File: config.mk
export PLATFORM = sky130hd
export DESIGN_NAME = regfile_write_arbiter
export DESIGN_NICKNAME = d
export VERILOG_FILES = /design/src/rtl/regfile_write_arbiter.sv
export SDC_FILE = /design/constraint.sdc
export NUM_CORES = 1
export LEC_CHECK = 0
export CAP_MARGIN = 20
export CORE_AREA = 4 4 60 62
export CTS_CLUSTER_SIZE = 30
export DETAILED_ROUTE_END_ITERATION = 6
export DIE_AREA = 0 0 64 66
export PLACE_DENSITY = 0.81
export SLEW_MARGIN = 30
export SYNTH_ARGS = -nofsm -noshare
export SYNTH_HDL_FRONTEND = slang
export SYNTH_SLANG_ARGS = --single-unit
export TNS_END_PERCENT = 100
File: constraint.sdc
create_clock -name clock -period 2.4 [get_ports clock]
set_input_delay 0.48 -clock clock [delete_from_list [all_inputs] [get_ports clock]]
set_output_delay 0.48 -clock clock [all_outputs]
set_load 0.05 [all_outputs]
File: src/rtl/regfile_write_arbiter.sv
// Round-robin arbiter sharing the register file write port between the ALU and load writeback.
// Defining REGARB_CLEAR_EN adds a sequencer that writes zero to every register.
module regfile_write_arbiter #(
   parameter int unsigned width     = 16,
   parameter int unsigned addr_bits = 3
) (
   input  logic                 clock,
   input  logic                 reset,
   input  logic                 req0_valid,
   output logic                 req0_ready,
   input  logic [addr_bits-1:0] req0_addr,
   input  logic [width-1:0]     req0_data,
   input  logic                 req1_valid,
   output logic                 req1_ready,
   input  logic [addr_bits-1:0] req1_addr,
   input  logic [width-1:0]     req1_data,
   input  logic                 clear_start,
   output logic                 clear_busy,
   output logic                 clear_done,
   output logic                 wr_en,
   output logic [addr_bits-1:0] wr_addr,
   output logic [width-1:0]     wr_data
);

   // Index of the requester granted most recently; 1 after reset so requester 0 wins first.
   logic last_grant;
   logic arb_en;

`ifdef REGARB_CLEAR_EN
   typedef enum logic {StIdle, StClear} state_t;

   localparam logic [addr_bits-1:0] CntOne = 1;

   state_t               state;
   logic [addr_bits-1:0] counter;
   // Set once the last address has been written; the following cycle exits the sequence.
   logic                 clear_wrap;

   assign arb_en = (state == StIdle) && !clear_start;
`else
   logic unused_clear_start;

   assign unused_clear_start = clear_start;
   assign arb_en             = 1'b1;
   assign clear_busy         = 1'b0;
   assign clear_done         = 1'b0;
`endif

   always_comb begin
      req0_ready = arb_en && req0_valid && (!req1_valid || last_grant);
      req1_ready = arb_en && req1_valid && (!req0_valid || !last_grant);
   end

   always_ff @(posedge clock or posedge reset) begin
      if (reset) begin
         wr_en      <= 1'b0;
         wr_addr    <= '0;
         wr_data    <= '0;
         last_grant <= 1'b1;
`ifdef REGARB_CLEAR_EN
         state      <= StIdle;
         counter    <= '0;
         clear_wrap <= 1'b0;
         clear_busy <= 1'b0;
         clear_done <= 1'b0;
`endif
      end else begin
         wr_en <= 1'b0;
         if (req0_ready) begin
            wr_en      <= 1'b1;
            wr_addr    <= req0_addr;
            wr_data    <= req0_data;
            last_grant <= 1'b0;
         end else if (req1_ready) begin
            wr_en      <= 1'b1;
            wr_addr    <= req1_addr;
            wr_data    <= req1_data;
            last_grant <= 1'b1;
         end
`ifdef REGARB_CLEAR_EN
         clear_done <= 1'b0;
         unique case (state)
            StIdle: begin
               if (clear_start) begin
                  state      <= StClear;
                  counter    <= '0;
                  clear_wrap <= 1'b0;
               end
            end
            StClear: begin
               if (clear_wrap) begin
                  state      <= StIdle;
                  clear_wrap <= 1'b0;
                  clear_busy <= 1'b0;
                  clear_done <= 1'b1;
               end else begin
                  wr_en      <= 1'b1;
                  wr_addr    <= counter;
                  wr_data    <= '0;
                  clear_busy <= 1'b1;
                  counter    <= counter + CntOne;
                  if (counter == '1) clear_wrap <= 1'b1;
               end
            end
            default: state <= StIdle;
         endcase
`endif
      end
   end

endmodule

## Word level (Yosys, flattened, before mapping)

Cells that the tools add are included.

- Input port bits: 43
- Bits in registers: 21
- Memory bits (read-only): 0
- Memories kept: 0
- Output and inout port bits: 24
- RAM bits: 0
- Logic and storage cells: 20
- Bits in latches: 0

- Multiply operators: 0
- Divide/modulo/power cells: 0
- Add/sub/neg operators: 0
- Equal/unequal tests: 0
- Muxes and demuxes: 8
- Reductions and logical operators: 8
- Bitwise gates (word level): 0
- Magnitude comparators: 0
- Shifts and indexed selects: 0

Operator list:

| operator | count |
|---|---|
| 16-bit two-way mux | 2 |
| 3-bit two-way mux | 2 |
| 1-bit two-way mux | 4 |
| 1-bit zero test | 3 |
| 1-bit logical AND | 2 |
| 1-bit logical OR | 2 |
| 2-bit nonzero test | 1 |

## Depth between registers and ports, before layout

Gate-level depths: netlist of run 1.

- Depth in word-level cells: 5
- Gate-level depth with buffers: 5
- Depth with buffers taken out: 3

## Least setup slack after synthesis of run 1

OpenSTA, ideal clock, no wires.

- Kind: in2out
- Start: input port req0_valid
- End: output port req0_ready
- Data arrival time: 1.887 ns
- Data required time: 1.920 ns
- Buffers on the path: 2
- Slack: 0.033 ns
- Stages: 3
- Cell sequence: buf_6 > buf_6 > a21boi_0

- Cells in the longest elaborated chain, start to end: 1

RTL lines:

| what | RTL line | source |
|---|---|---|
| start, declared | 9 | `input logic req0_valid,` |
| 1-bit logical AND | 50 | `req0_ready = arb_en && req0_valid && (!req1_valid \|\| last_grant);` |
| end, declared | 10 | `output logic req0_ready,` |

Every way passes these cells.

## Worst setup path in the final report of run 1

- Start: input port req1_valid
- End: output port req0_ready

- Cells in the longest elaborated chain, start to end: 3

RTL lines:

| what | RTL line | source |
|---|---|---|
| start, declared | 13 | `input logic req1_valid,` |
| 1-bit zero test | 50 |  |
| 1-bit logical OR | 50 |  |
| 1-bit logical AND | 50 |  |

Every way passes these cells.

==> results.txt, run 1 <==
The maximum number of pins on one net before global-route repair came out at 25. After detailed routing, the average wire length per cell comes to 15.78 um. The number of setup violations in the final report came out at 0. The total setup buffers inserted after CTS is 0. The peak fanout along the critical path is 3. Clock-pin slew was measured on the worst setup and hold paths at 0.11 ns. The number of port buffers is 63. Routability-driven placement finished with a final weighted congestion of 0.6907. The number of distinct library cells after synthesis is 17.

The aggregate negative setup slack is 0 ns. The number of fillers in the final layout is 262. Global routing used 17.14% of the available tracks. Each instance of the synthesized netlist takes up on average 9.937 um^2.

The analysis attributes to net switching a power of 439.1 uW. The synthesized-area fraction occupied by xor and xnor cells came out at 0%. The switching power share of the total is 39.29%. Setup repair after global routing left no endpoint under its margin. The detail route stage leaves a number of antenna-violating nets equal to 0. The wire-length estimate of the detail-placed layout is 2683 um. After synthesis, the largest family of logic cells by area is compound AO/OA/AOI/OAI gates. The worst setup path is captured at a primary output.

Yosys printed 0 warnings. The antenna diode instance count came out at 0. The final count of pins violating max slew came out at 0. The complex-gate fraction of the synthesized area is 19.04%. The portion of the clock cycle consumed by the worst path in the final layout is 85.78%.

The post-synthesis to final-layout area growth is 56.30%. The tree built by TritonCTS fans out to 21 sinks. After floorplanning, the core was sized to cover 0.003028 mm^2. The relative slew slack came out at 65.67%. The via count of the first global-routing pass is 1,251.

The cts-stage hold buffer count came out at 0. Timing analysis after detailed placement gives a worst setup slack of 0.3696 ns. The multiplexer fraction of the synthesized cell area came out at 15.82%.

The total DRC errors in the routed layout is 0. The share of total power dissipated in combinational logic is 46.5%. The total of cells resized after clock tree synthesis is 0. The horizontal extent of the die is 64 um.

The wire length of the first global-routing pass is 5816 um. The clock latency of the later-clocked register in the worst-skew pair came out at 0.29 ns. The startpoint identified for the worst register-to-register timing path is last_grant. In this run the worst setup path begins at req1_valid. Cells fill 62.07% of the core in the end. The data arrival at the endpoint of the critical path is 1.58 ns. The number of search-and-repair iterations in the first detailed-routing pass came out at 4. The via count of the routed design is 1,199. The maximum operating frequency is 485.7 MHz. The required arrival time at the worst endpoint came out at 1.92 ns. For the pin with the worst max-slew slack, the measured transition is 0.5133 ns. The leakage component of the power is 0.0008515 uW.

67 I/O pins were placed. CTS built an H-tree with a depth of 1. TritonCTS built the clock tree. Of the total power, registers draw 38.6%. Of the total power, the clock network draws 14.9%. The net total in the final layout is 225. Of the total synthesized cell area, the portion taken by AND, OR, NAND and NOR gates is 11.24%. The post-layout instance area is 0.001879 mm^2. The flow ran to the end, and the final reports show no timing, DRC or antenna violations. The sequential fraction of the synthesis area is 43.81%.

The max-cap violation count is 0. Summed over all layers, the routed wires come to 3550 um. The starting density of the core came out at 39.71%. The share of final-layout standard cells stronger than drive strength 1 is 8.840%. The worst setup path is of the input pin to primary output kind.

The cell area after placement is 0.001853 mm^2. Summing the areas of all fa, ha and maj instances in the mapped netlist gives 0% of the synthesized area. The cell sitting at the root of the clock tree is a sky130_fd_sc_hd__clkbuf_4. The total number of placement rows is 20. The number of hold violations in the final report is 0. The worst supply voltage drop on vdd is 263.4 uV. The total power per unit cell area came out at 594.7 mW/mm^2.

The die span in y is 66 um. The minimum clock period after layout came out at 2.059 ns. After synthesis the cells add up to 0.001202 mm^2. The detail-routed via count per cell came out at 5.329.

The worst hold path belongs to the class input pin to asynchronous set/reset pin. The worst setup path is launched from an input pin. After technology mapping, the gate count stands at 121. In this run the deepest clock path goes through 2 buffers.

The setup slack of the critical path after layout is 0.3412 ns. The global-route congestion overflow total is 0. The number of antenna violations at the first check in global routing came to 0. For this block, the initial DRC count from the detailed router was 82. The synthesized design contains 21 register bits. The worst clock skew came out at 0.002903 ns. The number of buffers added by the clock tree synthesis step is 3. The die area came out at 0.004224 mm^2. The internal cell power came out at 678.5 uW.
## path summary, 6_finish.rpt
kind	cells after the start	to	slack [ns]
min in group clock	2	wr_data[7]	0.57
worst min register to register	2	wr_data[7]	0.57
worst max-delay path	3	req0_ready	0.34
worst min-delay path	2	wr_addr[1]	0.47
max in group asynchronous	3	wr_data[8]	1.44
worst max register to register	5	wr_addr[0]	0.93
## critical path, cell delays in order
cell	delay, ns
sky130_fd_sc_hd__clkdlybuf4s50_1	0.45
sky130_fd_sc_hd__a21boi_0	0.44
sky130_fd_sc_hd__buf_12	0.20
## kinds of logic after synthesis
group	after synthesis
flops	21
buf+inv	18
simple gates	22
other cells	1
compound gates	40
mux	19
## flip-flops by register name, summed over array words and instances (netlist names)
| register | flops |
|---|---|
| wr_data | 16 |
| wr_addr | 3 |
| last_grant | 1 |
| wr_en | 1 |
## layout by cell type, fill, tap and decap left out, drive strengths merged
master	n
inv	3
mux2i	19
and3	19
o21a	1
o21ai	19
nand2	2
buf	10
or2	1
dfstp	1
dfrtp	20
conb	2
a21boi	1
clkbuf	4
clkdlybuf4s50	60
a31oi	19
## power by group through the flow
stage	clock, uW	combinational (uW)	sequential [uW]
global route	189	553	436
CTS	171	523	431
finish	166	520	431
floorplan	0	155	595
detailed placement	0	522	436
global placement	0	510	434
## through the flow
stage	hold slack [ns]	total power (uW)	cells
2_1_floorplan	0.4558	749.5	122
3_3_place_gp	0.5366	943.8	221
3_5_place_dp	0.5449	958.6	221
4_1_cts	0.4769	1125	225
5_1_grt	0.4975	1177	225
6_report	0.4661	1118	225
## final cells by class
class                   count  area [um^2]  share of cell area (%)
clock buffers               4        26.28                   1.398
inverters                   3        11.26                  0.5992
multi-input cells          83        561.8                   29.89
flip-flops and latches     21        526.8                   28.03
well taps                  44        55.05                   2.929
repair buffers             70        698.2                   37.15
## routing by layer
layer | global-route usage [%] | vias to the layer above | part of all wire (%)
met5 | 0 | - | 0
met4 | 4.043 | 0 | 0.45
met3 | 4.082 | 4 | 7.5
met2 | 29.68 | 58 | 48
met1 | 21.44 | 576 | 44
li1 | - | 561 | -
## synth_stat cells (all sizes together)
| cell type | n | share of area (%) |
|---|---|---|
| a21boi | 1 | 0.62 |
| a31oi | 19 | 9.9 |
| and3 | 19 | 9.9 |
| buf | 11 | 7.6 |
| clkbuf | 4 | 1.2 |
| conb | 1 | 0.31 |
| dfrtp | 20 | 42 |
| dfstp | 1 | 2.2 |
| inv | 3 | 0.94 |
| mux2i | 19 | 16 |
| nand2 | 2 | 0.83 |
| o21a | 1 | 0.62 |
| o21ai | 19 | 7.9 |
| or2 | 1 | 0.52 |
Note: power is estimated with default switching activity, not from simulation.
==> run 2: changes to the inputs <==
Settings changed: SLEW_MARGIN 30 to 40.
==> results of run 2 <==
No change in the layout: final DEF, timing and power equal those of run 1.
==> RTL edit 1, RTL diff (config.mk and constraints of run 1) <==
Set the parameter `width` to 12 (it was 16).
--- a/src/rtl/regfile_write_arbiter.sv
+++ b/src/rtl/regfile_write_arbiter.sv
@@ -1,7 +1,7 @@
 // Round-robin arbiter sharing the register file write port between the ALU and load writeback.
 // Defining REGARB_CLEAR_EN adds a sequencer that writes zero to every register.
 module regfile_write_arbiter #(
-   parameter int unsigned width     = 16,
+   parameter int unsigned width     = 12,
    parameter int unsigned addr_bits = 3
 ) (
    input  logic                 clock,
Interface: changed (resized req0_data, req1_data and wr_data); port bits go from 67 to 55. No check against the original RTL was run, so the function may have changed too.
==> RTL edit 1 against run 1 <==
- non-clock buffer count decreased by 15
- wire length down 14%
- hold slack improved by 99 ps
- register-to-register slack improved by 40 ps
- critical path depth unchanged
- clock power decreased by 8%
- worst setup slack better by 9.7 ps
- area after synthesis decreased by 19%
- sequential cell count shrank 4
- cell area is 18% lower
- synthesized cell count fell by 20%
- first-iteration DRC count is 50% lower
- total power shrank 18%
- critical endpoint unchanged
- highest routed layer unchanged
==> RTL edit 1: results (changes against run 1) <==
* Outcome: completed
* Vias in the first global route at 1,061 (-15%)
* Peak VDD IR at 0.391 mV (+49%)
* Top Registers: wr_data x12, wr_addr x3
* Post-synthesis cell type count at 18 (+1)
* CP max-delay cell: clkdlybuf4s50_1
* TNS Setup at 0 ps (unchanged)
* Skew-Pair Late Insertion Delay at 290 ps (about the same)
* Clock Tree Root: clkbuf_4
* NumNets Final at 182 (-19%)
* LEAKAGE at 0.692 nW (-19%)
* Antenna Cells at 0 (unchanged)
* Async SR Flop Fraction at 1.00 (unchanged)
* Vias per std cell at 5.02 (-5.9%)
* Initial drt markers at 41 (-50%)
* Pre-CTS WS at 364 ps (-5.70 ps)
* Layout cells sized above 1 at 0.0822 (-0.00621)
* Setup Skew at 5.16 ps (+2.26 ps)
* Detailed Place HPWL at 2300 um (-14%)
* DRT Pass-1 Iters at 4 (unchanged)
* Wirelength per Cell at 16.1 um (+1.8%)
* GRT Overall Usage at 0.155 (-0.0167)
* Top cells by count, synth: dfrtp_1 (16), a31oi_1 (15), and3_1 (15), mux2i_1 (15), o21ai_1 (10)
* Gpl congestion at 0.768 (+11%)
* Critical path's top delay family: buffers and inverters
* Initial antenna violation count at 0 (unchanged)
* Global-route wire length before repair at 5010 um (-14%)
* Max clock buf depth at 2 (unchanged)
* Min-delay worst type: reg -> reg
* Worst-path maximum fanout at 9 (+6)
* Worst-path clk slew at 90 ps (-20 ps)
* EDFF count, synth at 0 (unchanged)
* Fillers at 287 (+9.5%)
* Ranking of synthesized cells by area: dfrtp_1 (41%), mux2i_1 (15%), a31oi_1 (9.6%), and3_1 (9.6%), o21ai_1 (5.1%)
* CP arrival at 1570 ps
* CTS Buf Count at 3 (unchanged)
* Post-CTS sizing at 0 (unchanged)
* Slew @ Worst Pin at 667 ps (+154 ps)
* Max incr delay on CP at 580 ps (+130 ps)
* CTS H-Tree Depth at 1 (unchanged)
* Synth Warn # at 0 (unchanged)
* Setup Buffers After CTS at 0 (unchanged)
* I/O Buffers at 51 (-19%)
* Largest net degree at the start of global routing at 27 (+8.0%)
* Seq/Total Area, Yosys at 0.437 (-0.00147)
RTL edit 1: where the power goes:
group | internal (mW) | switching (mW)
clock network | 0.0647 | 0.0881
registers | 0.327 | 0.0310
logic | 0.168 | 0.242
total | 0.560 | 0.361
RTL edit 1: layout make-up:
type,instances,share of cell area
Inverter,3,0.00733
Multi-Input combinational cell,67,0.297
Timing Repair Buffer,55,0.365
Tap cell,44,0.0358
Sequential cell,17,0.278
Clock buffer,4,0.0171
RTL edit 1: logic make-up (layout without fill, tap and decap cells):
group / after synthesis / in the layout / synth area share
compound gates: 32 / 32 / 0.188
simple gates: 18 / 18 / 0.118
flops: 17 / 17 / 0.437
mux: 15 / 15 / 0.154
buf+inv: 14 / 62 / 0.0999
other cells: 1 / 2 / 0.00384
RTL edit 1: per-stage QoR:
step	util	cell area (um^2)	hold WS, ps	cells	total power, mW
floorplan	-	981	405	98	0.608
global placement	0.499	1510	531	186	0.762
detailed placement	0.499	1510	550	186	0.774
CTS	0.507	1540	572	190	0.931
global route	0.507	1540	601	190	0.973
finish	0.507	1540	565	190	0.920
RTL edit 1: metal layers:
| layer | vias to the layer above | part of all wire | GRT usage |
|---|---|---|---|
| met4 | 0 | 0.028 | 0.0674 |
| met1 | 454 | 0.40 | 0.161 |
| met5 | - | 0 | 0 |
| li1 | 452 | - | - |
| met3 | 10 | 0.047 | 0.0357 |
| met2 | 37 | 0.52 | 0.293 |
RTL edit 1: path summary, 6_finish.rpt:
| check | start | to | slack [ps] | depth (start not counted) |
|---|---|---|---|---|
| min in group asynchronous | reset | wr_data[0]$_DFFE_PP0P_ | 570 | 2 |
| max in group asynchronous | reset | wr_en$_DFF_PP0_ | 1400 | 2 |
| max reg2reg | last_grant$_DFFE_PP1P_ | wr_data[6]$_DFFE_PP0P_ | 970 | 4 |
| min | wr_addr[2]$_DFFE_PP0P_ | wr_addr[2]$_DFFE_PP0P_ | 560 | 2 |
| min reg2reg | wr_addr[2]$_DFFE_PP0P_ | wr_addr[2]$_DFFE_PP0P_ | 560 | 2 |
| max | req1_valid | req0_ready | 350 | 3 |
RTL edit 1: worst min-delay path: cells and delay by family (launching register included):
kind,cells,cell delay [ps]
mux,1,70
flops,1,360
compound gates,1,110
==> RTL edit 2, RTL diff (config.mk and constraints of run 1) <==
Without the edit above. Reset style: synchronous (`reset`), changed in one clocked block.
--- a/src/rtl/regfile_write_arbiter.sv
+++ b/src/rtl/regfile_write_arbiter.sv
@@ -51,7 +51,7 @@
       req1_ready = arb_en && req1_valid && (!req0_valid || !last_grant);
    end
 
-   always_ff @(posedge clock or posedge reset) begin
+   always_ff @(posedge clock) begin
       if (reset) begin
          wr_en      <= 1'b0;
          wr_addr    <= '0;
Function: differs if reset is asserted again (counterexample within 4 cycles, from zero or initial values and one cycle with reset high); with reset held inactive, the same outputs for 10 cycles.
==> RTL edit 2 against run 1 <==
- wire length is 0.14% lower
- critical path depth rose by 1
- maximum frequency up 2.7%
- total power is 15% lower
- clock skew is 1.5 ps higher
- register-to-register slack improved by 420 ps
- area after synthesis decreased by 4.1%
- hold slack improved by 99 ps
- worst setup slack improved by 53 ps
- sequential cell count unchanged
- cell area shrank 2.7%
- global-route usage shrank 0.92 points
- cell count is 8.0% higher
- critical endpoint is now req1_ready
- largest cell class unchanged
- largest power group is now sequential cells
==> RTL edit 2: results (changes against run 1) <==
* Outcome: completed
* Post-route ant nets at 0 (unchanged)
* Layout cells sized above 1 at 0.0804 (-0.00800)
* Detailed Place HPWL at 2620 um (-2.3%)
* Worst-path clk slew at 120 ps
* Gpl congestion at 0.786 (+14%)
* Antenna Cells at 0 (unchanged)
* Critical path origin: req1_valid
* TNS Setup at 0 ps (unchanged)
* Vias in the first global route at 1,205 (-3.7%)
* Min-delay worst type: in -> reg
* Worst-path maximum fanout at 19 (+16)
* Metal3 WL at 200 um (-25%)
* Post-synthesis cell type count at 20 (+3)
* Top Registers: wr_data x16, wr_addr x3
* GRT Overall Usage at 0.162 (-0.00924)
* Synth Warn # at 0 (unchanged)
* Wl on met1 at 1420 um (-9.5%)
* Global-route wire length before repair at 5520 um (-5.1%)
* CP arrival at 1530 ps (-50 ps)
* Max layer used: met4
* Top cells by count, synth: dfxtp_1 (21), nor2_1 (20), inv_1 (19)
* Peak VDD IR at 0.224 mV (-15%)
* Setup Skew at 4.37 ps (+1.47 ps)
* Int Pwr at 0.607 mW (-11%)
* WL met2 at 1890 um (+11%)
* Slew @ Worst Pin at 526 ps (+12.6 ps)
* Async SR Flop Fraction at 0 (-1.00)
* Initial antenna violation count at 0 (unchanged)
* Largest net degree at the start of global routing at 37 (+48%)
* Post-CTS sizing at 0 (unchanged)
* Fillers at 277 (+5.7%)
* LEAKAGE at 0.755 nW (-11%)
* Placed cell area at 0.00180 mm^2 (-2.8%)
* Clock Tree Root: clkbuf_4
* NumNets Final at 243 (+8.0%)
* DRT Pass-1 Iters at 4 (unchanged)
* HP Start: req0_valid
* CTS Buf Count at 3 (unchanged)
* Ranking of synthesized cells by area: dfxtp_1 (36%), o221a_1 (18%), a31oi_1 (9.8%), a21oi_1 (7.8%), nor2_1 (6.5%)
* CTS H-Tree Depth at 1 (unchanged)
* Initial drt markers at 80 (-2.4%)
* Max clock buf depth at 2 (unchanged)
* Setup Buffers After CTS at 0 (unchanged)
* Top-count cell post-synth: dfxtp_1
* Seq/Total Area, Yosys at 0.364 (-0.0737)
* Wirelength per Cell at 14.6 um (-7.5%)
* Skew-Pair Late Insertion Delay at 300 ps
* Vias per std cell at 5.26 (-1.4%)
* Reg2reg start: last_grant$_SDFFE_PP1P_
* I/O Buffers at 63 (unchanged)
[RTL edit 2: cell count changes after synthesis, sizes merged, moves of 2 or more]
cell,run 1,this run
dfxtp,0,21
dfrtp,20,0
nor2,0,20
and3,19,0
mux2i,19,0
a21oi,0,18
o21ai,19,1
o221a,0,18
inv,3,19
buf,11,13
nand2b,0,2
[RTL edit 2: stage by stage]
stage	cells	util	setup slack, ps
after detailed placement	239	0.595	395
after CTS	243	0.604	398
after global routing	243	0.604	368
final	243	0.604	395
after floorplan	142	-	694
after global placement	239	0.595	404
[RTL edit 2: path summary, 6_finish.rpt]
| kind | cells after the start | slack [ps] | to |
|---|---|---|---|
| worst max-delay path | 4 | 390 | req1_ready |
| worst min-delay path | 4 | 560 | last_grant$_SDFFE_PP1P_ |
| worst max register to register | 3 | 1350 | wr_addr[1]$_SDFFE_PP0P_ |
| worst min register to register | 2 | 600 | wr_data[4]$_SDFFE_PP0P_ |
[RTL edit 2: cell families (layout without fill, tap and decap cells)]
| kind of cell | after synthesis | in the layout | synth area share |
|---|---|---|---|
| AND/OR/NAND/NOR | 28 | 28 | 0.119 |
| other | 1 | 2 | 0.00325 |
| flip-flops | 21 | 21 | 0.364 |
| AO/OA/AOI/OAI | 56 | 56 | 0.362 |
| buffers and inverters | 35 | 92 | 0.151 |
[RTL edit 2: final cells by class]
class                           count  area [um^2]  area share
Timing Repair Buffer               69          691       0.378
Multi-Input combinational cell     86          563       0.308
Sequential cell                    21          420       0.230
Inverter                           19         71.3      0.0390
Tap cell                           44         55.1      0.0301
Clock buffer                        3         22.5      0.0123
Clock inverter                      1         5.00     0.00274
[RTL edit 2: per-layer routing]
metal,vias to the layer above,GRT usage
met5,-,0
met4,0,0.0566
met3,2,0.0170
met2,49,0.298
met1,606,0.194
li1,620,-
[RTL edit 2: power by group through the flow]
stage / combinational, mW / sequential (mW) / clock [mW]
after CTS: 0.384 / 0.394 / 0.178
final: 0.384 / 0.393 / 0.176
after detailed placement: 0.382 / 0.402 / 0
after global placement: 0.374 / 0.401 / 0
after global routing: 0.404 / 0.397 / 0.195
after floorplan: 0.133 / 0.500 / 0
[RTL edit 2: critical path: stages]
cell and delay (ps):
clkdlybuf4s50_1 570, nand2_4 180, inv_1 150, buf_12 140
